### src/rtl/puf_pkg.sv
// Shared types and constants for the PUF CRP sequencer slice.
// Latency: n/a (declarations only).
// Backpressure: n/a.
package puf_pkg;

    localparam int          CW_DEF        = 32;
    localparam int          RW_DEF        = 4;
    localparam logic [31:0] LFSR_POLY     = 32'h8020_0003;
    localparam logic [31:0] LFSR_SEED_DEF = 32'hACE1_2468;

    // Prefixed so the SETTLE state cannot collide with the SETTLE parameter.
    typedef enum logic [2:0] {
        ST_IDLE,
        ST_CLEAR,
        ST_SETTLE,
        ST_SAMPLE,
        ST_OUTPUT
    } state_t;

endpackage

### src/rtl/puf_lfsr.sv
// Galois right-shift LFSR producing the PUF challenge; zero seeds become 1.
// Latency: load/step take effect at the next clock edge; state is a register.
// Backpressure: none; the owner advances it only via step.
// Ports: clk, rst (sync, active-low), load/load_val (seed), step (advance), state (current value).
module puf_lfsr
    import puf_pkg::*;
#(
    parameter int            CW   = CW_DEF,
    parameter logic [CW-1:0] SEED = CW'(LFSR_SEED_DEF)
) (
    input  logic          clk,
    input  logic          rst,
    input  logic          load,
    input  logic [CW-1:0] load_val,
    input  logic          step,
    output logic [CW-1:0] state
);

    localparam logic [CW-1:0] POLY = CW'(LFSR_POLY);

    always_ff @(posedge clk) begin
        if (!rst) begin
            state <= SEED;
        end else if (load) begin
            // An all-zero state would lock the LFSR up forever.
            state <= (load_val == '0) ? CW'(1) : load_val;
        end else if (step) begin
            state <= state[0] ? ((state >> 1) ^ POLY) : (state >> 1);
        end
    end

endmodule

### src/rtl/puf_crp_sequencer.sv
// Collects majority-voted challenge/response pairs from the arbiter/MKG PUF array.
// Latency: out_valid rises NEVAL*(SETTLE+2) edges after the accepting start edge.
// Backpressure: OUTPUT holds out_chal/out_resp/chal stable until out_ready; no new evaluation starts.
// Ports: clk, rst (sync active-low); start/num_crp/seed_load/seed control; chal/puf_clr/puf_resp
// drive and sample the PUF; out_valid/out_ready/out_chal/out_resp CRP stream; busy/done status.
module puf_crp_sequencer
    import puf_pkg::*;
#(
    parameter int            CW        = CW_DEF,
    parameter int            RW        = RW_DEF,
    parameter int            NEVAL     = 5,
    parameter int            SETTLE    = 4,
    parameter logic [CW-1:0] LFSR_SEED = CW'(LFSR_SEED_DEF)
) (
    input  logic          clk,
    input  logic          rst,
    input  logic          start,
    input  logic [15:0]   num_crp,
    input  logic          seed_load,
    input  logic [CW-1:0] seed,
    output logic [CW-1:0] chal,
    output logic          puf_clr,
    input  logic [RW-1:0] puf_resp,
    output logic          out_valid,
    input  logic          out_ready,
    output logic [CW-1:0] out_chal,
    output logic [RW-1:0] out_resp,
    output logic          busy,
    output logic          done
);

    localparam int OW = $clog2(NEVAL + 1);
    localparam int SW = $clog2(SETTLE + 1);

    state_t          state;
    logic [15:0]     num_crp_q;
    logic [15:0]     crp_cnt;
    logic [OW-1:0]   eval_cnt;
    logic [SW-1:0]   settle_cnt;
    logic [OW-1:0]   ones [RW];
    logic [RW-1:0]   vote;
    logic            handshake;
    logic            last_crp;
    logic            lfsr_load;
    logic            lfsr_step;

    assign handshake = (state == ST_OUTPUT) && out_valid && out_ready;
    assign last_crp  = (crp_cnt == num_crp_q - 16'd1);
    // Seed load wins over a same-cycle start simply because the run's first
    // challenge is read from the LFSR only after this edge.
    assign lfsr_load = seed_load && (state == ST_IDLE);
    // The last handshake leaves the LFSR alone so the next run continues from it.
    assign lfsr_step = handshake && !last_crp;

    puf_lfsr #(
        .CW   (CW),
        .SEED (LFSR_SEED)
    ) u_lfsr (
        .clk      (clk),
        .rst      (rst),
        .load     (lfsr_load),
        .load_val (seed),
        .step     (lfsr_step),
        .state    (chal)
    );

    // Vote includes the response being sampled this cycle, which is not yet in ones[].
    always_comb begin
        vote = '0;
        for (int i = 0; i < RW; i++) begin
            vote[i] = (ones[i] + OW'(puf_resp[i])) > OW'(NEVAL / 2);
        end
    end

    always_ff @(posedge clk) begin
        if (!rst) begin
            state      <= ST_IDLE;
            num_crp_q  <= '0;
            crp_cnt    <= '0;
            eval_cnt   <= '0;
            settle_cnt <= '0;
            for (int i = 0; i < RW; i++) ones[i] <= '0;
            out_valid  <= 1'b0;
            out_resp   <= '0;
            out_chal   <= '0;
            puf_clr    <= 1'b0;
            busy       <= 1'b0;
            done       <= 1'b0;
        end else begin
            done <= 1'b0;
            case (state)
                ST_IDLE: begin
                    if (start) begin
                        if (num_crp != 16'd0) begin
                            num_crp_q <= num_crp;
                            crp_cnt   <= '0;
                            eval_cnt  <= '0;
                            puf_clr   <= 1'b1;
                            busy      <= 1'b1;
                            state     <= ST_CLEAR;
                        end else begin
                            done <= 1'b1;
                        end
                    end
                end
                ST_CLEAR: begin
                    puf_clr    <= 1'b0;
                    settle_cnt <= '0;
                    if (eval_cnt == '0) begin
                        for (int i = 0; i < RW; i++) ones[i] <= '0;
                    end
                    state <= ST_SETTLE;
                end
                ST_SETTLE: begin
                    if (settle_cnt == SW'(SETTLE - 1)) begin
                        settle_cnt <= '0;
                        state      <= ST_SAMPLE;
                    end else begin
                        settle_cnt <= settle_cnt + 1'b1;
                    end
                end
                ST_SAMPLE: begin
                    for (int i = 0; i < RW; i++) ones[i] <= ones[i] + OW'(puf_resp[i]);
                    if (eval_cnt == OW'(NEVAL - 1)) begin
                        out_resp  <= vote;
                        out_chal  <= chal;
                        eval_cnt  <= '0;
                        out_valid <= 1'b1;
                        state     <= ST_OUTPUT;
                    end else begin
                        eval_cnt <= eval_cnt + 1'b1;
                        puf_clr  <= 1'b1;
                        state    <= ST_CLEAR;
                    end
                end
                ST_OUTPUT: begin
                    if (handshake) begin
                        out_valid <= 1'b0;
                        crp_cnt   <= crp_cnt + 16'd1;
                        if (last_crp) begin
                            done  <= 1'b1;
                            busy  <= 1'b0;
                            state <= ST_IDLE;
                        end else begin
                            puf_clr <= 1'b1;
                            state   <= ST_CLEAR;
                        end
                    end
                end
                default: state <= ST_IDLE;
            endcase
        end
    end

endmodule
### config.mk
export PLATFORM = sky130hd
export DESIGN_NAME = puf_crp_sequencer
export DESIGN_NICKNAME = d
export VERILOG_FILES = /design/src/rtl/puf_pkg.sv /design/src/rtl/puf_lfsr.sv /design/src/rtl/puf_crp_sequencer.sv
export SDC_FILE = /design/constraint.sdc
export NUM_CORES = 1
export LEC_CHECK = 0
export ABC_AREA = 1
export BUFFER_PORTS_ARGS = -buffer_cell sky130_fd_sc_hd__buf_2
export CAP_MARGIN = 15
export CORE_AREA = 8 8 123 125
export CTS_CLUSTER_SIZE = 10
export DETAILED_ROUTE_END_ITERATION = 7
export DIE_AREA = 0 0 131 133
export PLACE_DENSITY = 0.82
export SLEW_MARGIN = 20
export SYNTH_ARGS = -nofsm -noshare
export SYNTH_HDL_FRONTEND = slang
export SYNTH_SLANG_ARGS = --single-unit
### constraint.sdc
create_clock -name clk -period 6.25 [get_ports clk]
set_input_delay 1.25 -clock clk [delete_from_list [all_inputs] [get_ports clk]]
set_output_delay 1.25 -clock clk [all_outputs]
set_load 0.01 [all_outputs]
Word level (Yosys, flattened, before mapping)
Memories as Yosys holds them, arrays and structs flattened.
Index checks and enable logic that the tools add are counted.
{"block": "classes", "n_addsub": 8, "order_cmp": 4, "n_eq_ne": 15, "n_mux": 54, "bitwise_logic": 9, "n_reduce_logical": 23}
{"cell": "two-way mux 32 bit", "n": 4}
{"cell": "two-way mux 3 bit", "n": 17}
{"cell": "two-way mux 16 bit", "n": 3}
{"cell": "zero test 32 bit", "n": 1}
{"cell": "one-hot mux 16 bit (2 select lines)", "n": 1}
{"cell": "two-way mux 1 bit", "n": 22}
{"cell": "adder 16 x 1 -> 16 bit (second input constant)", "n": 1}
{"cell": "== test 16 bit", "n": 1}
{"cell": "nonzero test 16 bit", "n": 1}
{"cell": "subtractor 16 x 1 -> 16 bit (second input constant)", "n": 1}
{"cell": "one-hot mux 3 bit (5 select lines)", "n": 1}
{"cell": "inequality test 2 bit (second input constant)", "n": 7}
{"cell": "adder 3 x 1 -> 3 bit", "n": 4}
{"cell": "greater-than comparator 3 x 2 -> 1 bit (second input constant)", "n": 4}
{"cell": "one-hot mux 3 bit (2 select lines)", "n": 2}
{"cell": "nonzero test 2 bit", "n": 5}
{"cell": "== test 3 x 2 -> 1 bit (second input constant)", "n": 3}
{"cell": "AND reduction 3 bit", "n": 3}
{"cell": "bitwise OR 1 bit", "n": 8}
{"cell": "AND reduction 4 bit", "n": 2}
{"cell": "adder 3 x 1 -> 3 bit (second input constant)", "n": 2}
{"cell": "== test 3 bit (second input constant)", "n": 2}
{"cell": "zero test 3 bit", "n": 2}
{"cell": "one-hot mux 1 bit (2 select lines)", "n": 3}
{"cell": "10 further kinds", "n": 13}
{"block": "word_totals", "reg_bits": 113, "ramBits": 12, "in_bits": 57, "out_inout_bits": 72, "word_cells": 126, "memories": 1}
{"name": "ones", "words": 4, "word_bits": 3, "read_ports": 4, "rd_clocked_by_memory_dff": 0, "wr": 4, "line": "puf_crp_sequencer.sv:40", "rtl": "logic [OW-1:0] ones [RW];"}

Logic depth before layout (Yosys ltp)
Gate-level depths: netlist (run 1).
{"block": "logic_depth", "ltp_word": 7, "mapped_depth": 17, "depth_no_buf": 17}

Hierarchy
A second synthesis (run 1) with hierarchy kept.
{"block": "unflattened", "cells_unflattened": 842, "area_unflattened_um2": 6168.4}
{"mod": "puf_crp_sequencer", "instances": 1, "cells_per_inst": 636, "area_each_um2": 4571.9, "seq_area_each_um2": 1951.9}
{"mod": "puf_lfsr", "instances": 1, "cells_per_inst": 206, "area_each_um2": 1596.5, "seq_area_each_um2": 640.6}

Worst setup path after synthesis (run 1)
Ideal clock, no wire load.
{"block": "synth_path", "kind": "input to register", "start": "in num_crp[14]", "end": "reg busy", "setup_ps": 132, "arrival_time_ps": 2446, "t_required_ps": 6118, "setup_slack_ps": 3671, "stages": 11, "n_path_buf": 1, "path_cell_list": "nor2_1 nand2_1 nor2_1 nand2_1 nor2_2 inv_2 nand3_2 nor2_4 inv_2 clkbuf_1 a21oi_1"}
{"block": "synth_via", "elab_chain_len": 3}
{"item": "from (decl)", "line": "puf_crp_sequencer.sv:18", "rtl": "input logic [15:0] num_crp,"}
{"item": "nonzero test 16 bit", "line": "puf_crp_sequencer.sv:94", "rtl": "if (num_crp != 16'd0) begin"}
{"item": "inequality test 2 x 1 -> 1 bit (no source line)"}
{"item": "AND reduction 5 bit (no source line)"}
{"item": "to (signal assigned)", "line": "puf_crp_sequencer.sv:87", "rtl": "busy <= 1'b0;"}
{"item": "to (signal assigned)", "line": "puf_crp_sequencer.sv:99", "rtl": "busy <= 1'b1;"}
{"item": "to (signal assigned)", "line": "puf_crp_sequencer.sv:142", "rtl": "busy <= 1'b0;"}
{"item": "to (decl)", "line": "puf_crp_sequencer.sv:28", "rtl": "output logic busy,"}
Every way passes these cells.
A chain may end at the register's enable or synchronous reset.

Worst setup path in the final report (run 1)
{"block": "layout_path", "start": "reg num_crp_q[0]", "end": "reg u_lfsr.state[27]"}
{"block": "layout_via", "elab_chain_len": 5}
{"item": "from (decl)", "line": "puf_crp_sequencer.sv:36", "rtl": "logic [15:0] num_crp_q;"}
{"item": "from (signal assigned)", "line": "puf_crp_sequencer.sv:95", "rtl": "num_crp_q <= num_crp;"}
{"item": "subtractor 16 x 1 -> 16 bit", "line": "puf_crp_sequencer.sv:48", "rtl": "assign last_crp = (crp_cnt == num_crp_q - 16'd1);"}
{"item": "== test 16 bit", "line": "puf_crp_sequencer.sv:48"}
{"item": "zero test 1 bit", "line": "puf_crp_sequencer.sv:53", "rtl": "assign lfsr_step = handshake && !last_crp;"}
{"item": "logical AND 1 bit", "line": "puf_crp_sequencer.sv:53"}
{"item": "nonzero test 2 bit (no source line)"}
{"item": "to (signal assigned)", "line": "puf_lfsr.sv:26", "rtl": "state <= (load_val == '0) ? CW'(1) : load_val;"}
{"item": "to (signal assigned)", "line": "puf_lfsr.sv:28", "rtl": "state <= state[0] ? ((state >> 1) ^ POLY) : (state >> 1);"}
{"item": "to (decl)", "line": "puf_lfsr.sv:16", "rtl": "output logic [CW-1:0] state"}
Every way passes these cells.

==> results by group, run 1 <==
Route
  • Aggregate routed wire length: 17500 µm
  • DR vias: 6428
  • DRC: 0
  • Via-per-instance ratio: 5.24
  • First DRT Iteration DRCs: 483
  • Routed WL per cell: 14.2 µm
  • DR pass1 iterations: 5
  • DRT antenna net count: 0

Global route
  • Global route overflow: 0
  • Vias in the first global route: 6133
  • Met3 usage: 7.63%
  • Antenna violations before repair: 1
  • First-pass GRT wire length: 28600 µm
  • Gr usage total: 20.5%
  • Met1 Use GR: 23.4%
  • Pin count of the biggest net entering global routing: 76
  • Top Usage Layer GRT: met2
  • Met2 Track Usage GR: 33.6%

Layout
  • Share of layout cells above drive strength 1: 17.9%
  • Nets: 1108
  • Antenna cells: 0
  • Area added between synthesis and finish: 20.3%
  • Fill cells: 1240

Pwr
  • Maximum vdd drop: 0.239 mV
  • LEAKAGE: 3.62 nW
  • Pwr Density: 318 mW/mm²

Job
  • Total of max-cap violations: 0

Placement
  • HPWL Detailed: 12500 µm
  • RD Place Congestion: 0.905
  • Number of I/O port buffers: 128

Worst setup path
  • Setup CP Type: reg -> reg
  • CP startpoint kind: flop
  • Crit-path cells: inv_1, ha_1, nand2_2, nor2_4, xor2_1, nand2_1, inv_1, nand2_1, nor2_1, nand2_1, nand2_2, nand2_1, nand2_1, nand3_1
  • CP arrival: 3.82 ns
  • Worst path max stage delay: 0.82 ns
  • Crit-path slowest cell: nand2_1
  • CP required: 6.52 ns
  • Critical-path maximum fanout: 33
  • CP endpoint kind: flop
  • Most common cell on crit path: nand2_1

Die
  • Core footprint: 0.0131 mm²
  • Die area: 0.0174 mm²
  • Die width: 131 µm
  • Num rows: 42
  • I/O pin count: 129
  • Die span in y: 133 µm
  • Initial Utilization: 48.5%

STA
  • Unrepaired setup endpoints after global routing: false
  • Final critical-path share of the clock period: 56.8%
  • Fmax: 282 MHz
  • Final hold violations: 0
  • Period minus WS final: 3.55 ns
  • Final setup vio count: 0
  • Minimum hold slack: 0.444 ns
  • Layout Skew: 0.00859 ns
  • TNS Setup: 0 ns
  • Tightest Pin Transition: 1.06 ns
  • Max-slew headroom at the worst pin: 29.0%
  • Slew Limit Fails: 0

Clock network
  • Num CTS Buffers: 17
  • Post-CTS sizing: 0
  • Hold Buf Count CTS: 0
  • CTS tree: yes
  • Setup bufs post-CTS: 0
  • Worst-path clk slew: 0.06 ns
  • Clock Path Buffers: 2
  • Clock Latency Late Sink: 0.42 ns
  • CTS HTree Levels: 4
  • Clock sinks: 125
  • Clk root buf: clkbuf_16

Logic synthesis
  • Avg Cell Area, Syn: 6.85 µm²
  • Synth Area in Compound Gates: 12.1%
  • Synthesized instance count: 927
  • Adder-Cell Fraction of Synth Area: 2.56%
  • Largest family of logic cells by synthesized area: simple AND/OR/NAND/NOR gates
  • Post-synth cell types: 34
  • Xor/xnor share of the synthesized area: 3.86%
  • FFs w/ async S/R, synth: 0%
  • Post-synthesis net count: 997
  • Multiplexer share of the synthesized area: 0%
  • Synthesized flop and latch total: 125
  • Post-synth EDFFs: 9
  • Synth warnings: 0
  • Netlist Area Pre-Place: 0.00635 mm²
  • Sequential share of the synthesized area: 40.8%
  • Post-Synth Simple-Gate Area: 33.1%
  • Top FF cell, synth: dfxtp_1

Worst hold path
  • Worst hold path type: reg -> reg

Outcome
  • Run status: finished, final reports clean
[logic make-up (layout without fill, tap and decap cells)]
group | count (synthesis) | after routing
buf+inv | 124 | 248
xor+xnor | 28 | 28
compound gates | 148 | 148
simple gates | 489 | 489
fa+ha+maj | 13 | 13
flops | 125 | 125
[layout by cell type, fill, tap and decap left out, drive strengths merged, types with 5 or more instances in the layout]
cell,count
clkbuf,21
nand3b,5
buf,131
nor2,155
clkinvlp,5
ha,13
nand3,81
a211oi,5
nor4,6
inv,84
o21ai,81
nand2,215
nand4,10
dfxtp,116
a21oi,55
xor2,14
xnor2,14
edfxtp,9
nor3,15
clkinv,5
[layer usage]
metal | part of all wire [%] | wire, µm | vias up
li1 | - | - | 3239
met1 | 42 | 7320 | 2929
met2 | 48 | 8330 | 235
met3 | 8.7 | 1510 | 23
met4 | 1.7 | 301 | 2
met5 | 0.046 | 8 | -
[registers in the layout, indices dropped and copies added (netlist names), 3 cells and up]
signal	cells
settle_cnt	3
out_chal	32
state	3
ones	12
eval_cnt	3
num_crp_q	16
crp_cnt	16
u_lfsr.state	32
out_resp	4
[critical path: cells and delay by family, from the launching register on]
family	cells	cell delay (ns)
XOR/XNOR	1	0.21
adder cells (fa/ha/maj)	1	0.26
buffers and inverters	2	0.15
flip-flops	1	0.31
AND/OR/NAND/NOR	10	2.46
[power breakdown]
part	switching [mW]	internal, mW
Sequential	0.0669	0.871
Combinational	0.356	0.190
Clock	0.365	0.584
[cells in the mapped netlist (6+ instances only)]
cell	instances	area, µm²
nor4_1	6	37.5
o21ai_0	67	335
dfxtp_1	116	2320
xnor2_1	14	123
nand2_1	212	796
clkbuf_1	30	113
inv_1	76	285
inv_2	9	33.8
o21ai_1	14	70.1
nand4_1	10	62.6
ha_1	13	163
nand3_1	78	390
nor3_1	13	65.1
xor2_1	14	123
nor2_2	6	37.5
nor2_1	145	544
a21oi_1	55	275
edfxtp_1	9	270
[layout make-up]
class	count	area (µm²)	share of cell area [%]
timing repair buffer	131	663	8.68
inverter	85	319	4.17
sequential	125	2590	33.9
tap	176	220	2.88
clock inverter	11	121	1.59
multi-input combinational	678	3290	43.0
clock buffer	21	440	5.76
[per-stage QoR]
step | power, mW | std cells | util, % | cell area, µm² | worst slack, ns
after floorplan | 1.34 | 927 | - | 6350 | 3.67
after global placement | 1.48 | 1195 | 54.1 | 7080 | 2.86
after detailed placement | 1.49 | 1195 | 54.1 | 7080 | 2.75
after CTS | 2.44 | 1227 | 58.4 | 7640 | 2.75
after global routing | 2.56 | 1227 | 58.4 | 7640 | 2.34
final | 2.43 | 1227 | 58.4 | 7640 | 2.70
[path summary, 6_finish.rpt]
check	slack (ns)	end	start	cells after the start
worst max-delay path	2.70	u_lfsr.state[27]	num_crp_q[0]	14
worst min-delay path	0.44	settle_cnt[2]	settle_cnt[2]	2
worst max register to register	2.70	u_lfsr.state[27]	num_crp_q[0]	14
worst min register to register	0.44	settle_cnt[2]	settle_cnt[2]	2
Power figures use the tool's default switching activity.
==> run 2, diff against run 1 <==
--- a/config.mk
+++ b/config.mk
@@ -12,7 +12,7 @@
 export CTS_CLUSTER_SIZE = 10
 export DETAILED_ROUTE_END_ITERATION = 7
 export DIE_AREA = 0 0 131 133
-export PLACE_DENSITY = 0.82
+export PLACE_DENSITY = 0.85
 export SLEW_MARGIN = 20
 export SYNTH_ARGS = -nofsm -noshare
 export SYNTH_HDL_FRONTEND = slang
==> constraint.sdc (replaced) <==
create_clock -name clk -period 2.9 [get_ports clk]
set_input_delay 0.58 -clock clk [delete_from_list [all_inputs] [get_ports clk]]
set_output_delay 0.58 -clock clk [all_outputs]
set_load 0.01 [all_outputs]
==> results by group, run 2 (same netlist as run 1, synthesis figures left out) <==
Worst setup path
  • Most common cell on crit path: nand2_1
  • Crit-path cells: inv_1, ha_1, nand2_2, nor2_4, xor2_1, nand2_1, inv_1, nand2_1, nor2_1, nand2_1, nand2_2, buf_4, nand3_1, a21oi_1
  • Critical-path maximum fanout: 32
  • CP required: 3.24 ns
  • CP Buf/Inv Count: 3
  • CP startpoint kind: flop
  • CP endpoint kind: flop
  • Delay-heaviest family, CP: simple AND/OR/NAND/NOR gates
  • Worst path max stage delay: 0.32 ns
  • Setup CP Type: reg -> reg
  • CP arrival: 2.91 ns
  • Crit-path slowest cell: dfxtp_1

Job
  • Total of max-cap violations: 0

Layout
  • Fin area: 0.00769 mm²
  • Share of layout cells above drive strength 1: 18.4%
  • Most frequent cells in the layout: 211 x nand2_1, 144 x nor2_1, 128 x buf_2
  • Nets: 1114
  • Finished Core Util: 58.7%
  • Biggest regs: out_chal (32), u_lfsr.state (32)
  • Commonest non-fill, non-tap cell in the layout: nand2_1
  • Area added between synthesis and finish: 21.0%
  • Non-Filler Instances: 1234

STA
  • Final WS setup: 0.333 ns
  • TNS Setup: 0 ns
  • Layout Skew: 0.0101 ns
  • Final critical-path share of the clock period: 88.5%
  • Minimum hold slack: 0.406 ns
  • Unrepaired setup endpoints after global routing: false
  • Final hold violations: 0
  • Period minus WS final: 2.57 ns
  • Slew Limit Fails: 0
  • Max-slew headroom at the worst pin: 55.9%
  • Fmax: 390 MHz
  • Final setup vio count: 0
  • Tightest Pin Transition: 0.661 ns

Pwr
  • Proportion of power drawn by the clock network: 38.5%
  • Pwr Density: 677 mW/mm²
  • LEAKAGE: 3.66 nW
  • Switching share of total power: 32.7%
  • Int Pwr: 3.50 mW
  • Sequential share of power: 38.8%
  • Comb pwr share: 22.7%
  • Net Switching: 1.70 mW
  • Pwr Total: 5.21 mW
  • Maximum vdd drop: 0.423 mV

Global route
  • Vias in the first global route: 6278
  • Met2 Track Usage GR: 33.9%
  • Gr usage total: 20.7%
  • Met1 Use GR: 23.4%
  • First-pass GRT wire length: 29000 µm
  • Top Usage Layer GRT: met2
  • Global route overflow: 0
  • Pin count of the biggest net entering global routing: 75
  • Met3 usage: 8.00%
  • Antenna violations before repair: 0

Placement
  • HPWL Detailed: 12700 µm
  • Placed Area: 0.00713 mm²
  • Cell Count Post-Placement: 1201
  • Post-place setup slack: 0.360 ns
  • RD Place Congestion: 0.886
  • Number of I/O port buffers: 128

Clock network
  • Hold Buf Count CTS: 0
  • Worst-path clk slew: 0.06 ns
  • Clk root buf: clkbuf_16
  • Clock Path Buffers: 2
  • Setup bufs post-CTS: 0
  • CTS HTree Levels: 4
  • Num CTS Buffers: 17
  • CTS tree: yes
  • Clock sinks: 125
  • Clock Latency Late Sink: 0.42 ns
  • Post-CTS sizing: 0

Worst hold path
  • Worst hold path type: in -> reg

Die
  • Num rows: 42
  • Die area: 0.0174 mm²
  • Die width: 131 µm
  • I/O pin count: 129
  • Die span in y: 133 µm
  • Initial Utilization: 48.5%
  • Core footprint: 0.0131 mm²

Route
  • Routed WL per cell: 14.2 µm
  • DR vias: 6491
  • DRC: 0
  • First DRT Iteration DRCs: 435
  • DR pass1 iterations: 5
  • DRT antenna net count: 0
  • Aggregate routed wire length: 17500 µm
  • Via-per-instance ratio: 5.26

Outcome
  • Run status: finished, final reports clean
run 2: cell type report:
class	count	area (µm²)
fillers	1205	5400
multi-input cells	678	3290
flip-flops and latches	125	2590
repair buffers	137	708
clock buffers	21	450
inverters	85	319
well taps	176	220
clock inverters	11	109
diodes	1	2.50
run 2: tightest hold or removal path, stage by stage:
cell	delay (ns)
buf_2	0.09
nor2_1	0.04
nor2_1	0.08
run 2: final timing paths:
kind                     start          endpoint  slack [ns]  depth (start not counted)
hold reg to reg        puf_clr           puf_clr        0.45                          2
hold / removal     num_crp[12]     num_crp_q[12]        0.41                          3
setup reg to reg  num_crp_q[0]  u_lfsr.state[19]        0.33                         14
setup / recovery  num_crp_q[0]  u_lfsr.state[19]        0.33                         14
run 2: layer usage:
| layer | share of wire [%] | wire length, µm |
|---|---|---|
| met1 | 41 | 7240 |
| met2 | 47 | 8310 |
| met3 | 9.1 | 1590 |
| met4 | 2.3 | 395 |
| met5 | 0 | 0 |
run 2: power groups by stage:
stage          combinational [mW]  sequential (mW)  clock, mW
4_1_cts                      1.18             2.02       2.04
2_1_floorplan               0.852             2.04          0
6_report                     1.18             2.02       2.00
5_1_grt                      1.35             2.04       2.12
3_5_place_dp                 1.17             2.05          0
3_3_place_gp                 1.14             2.05          0
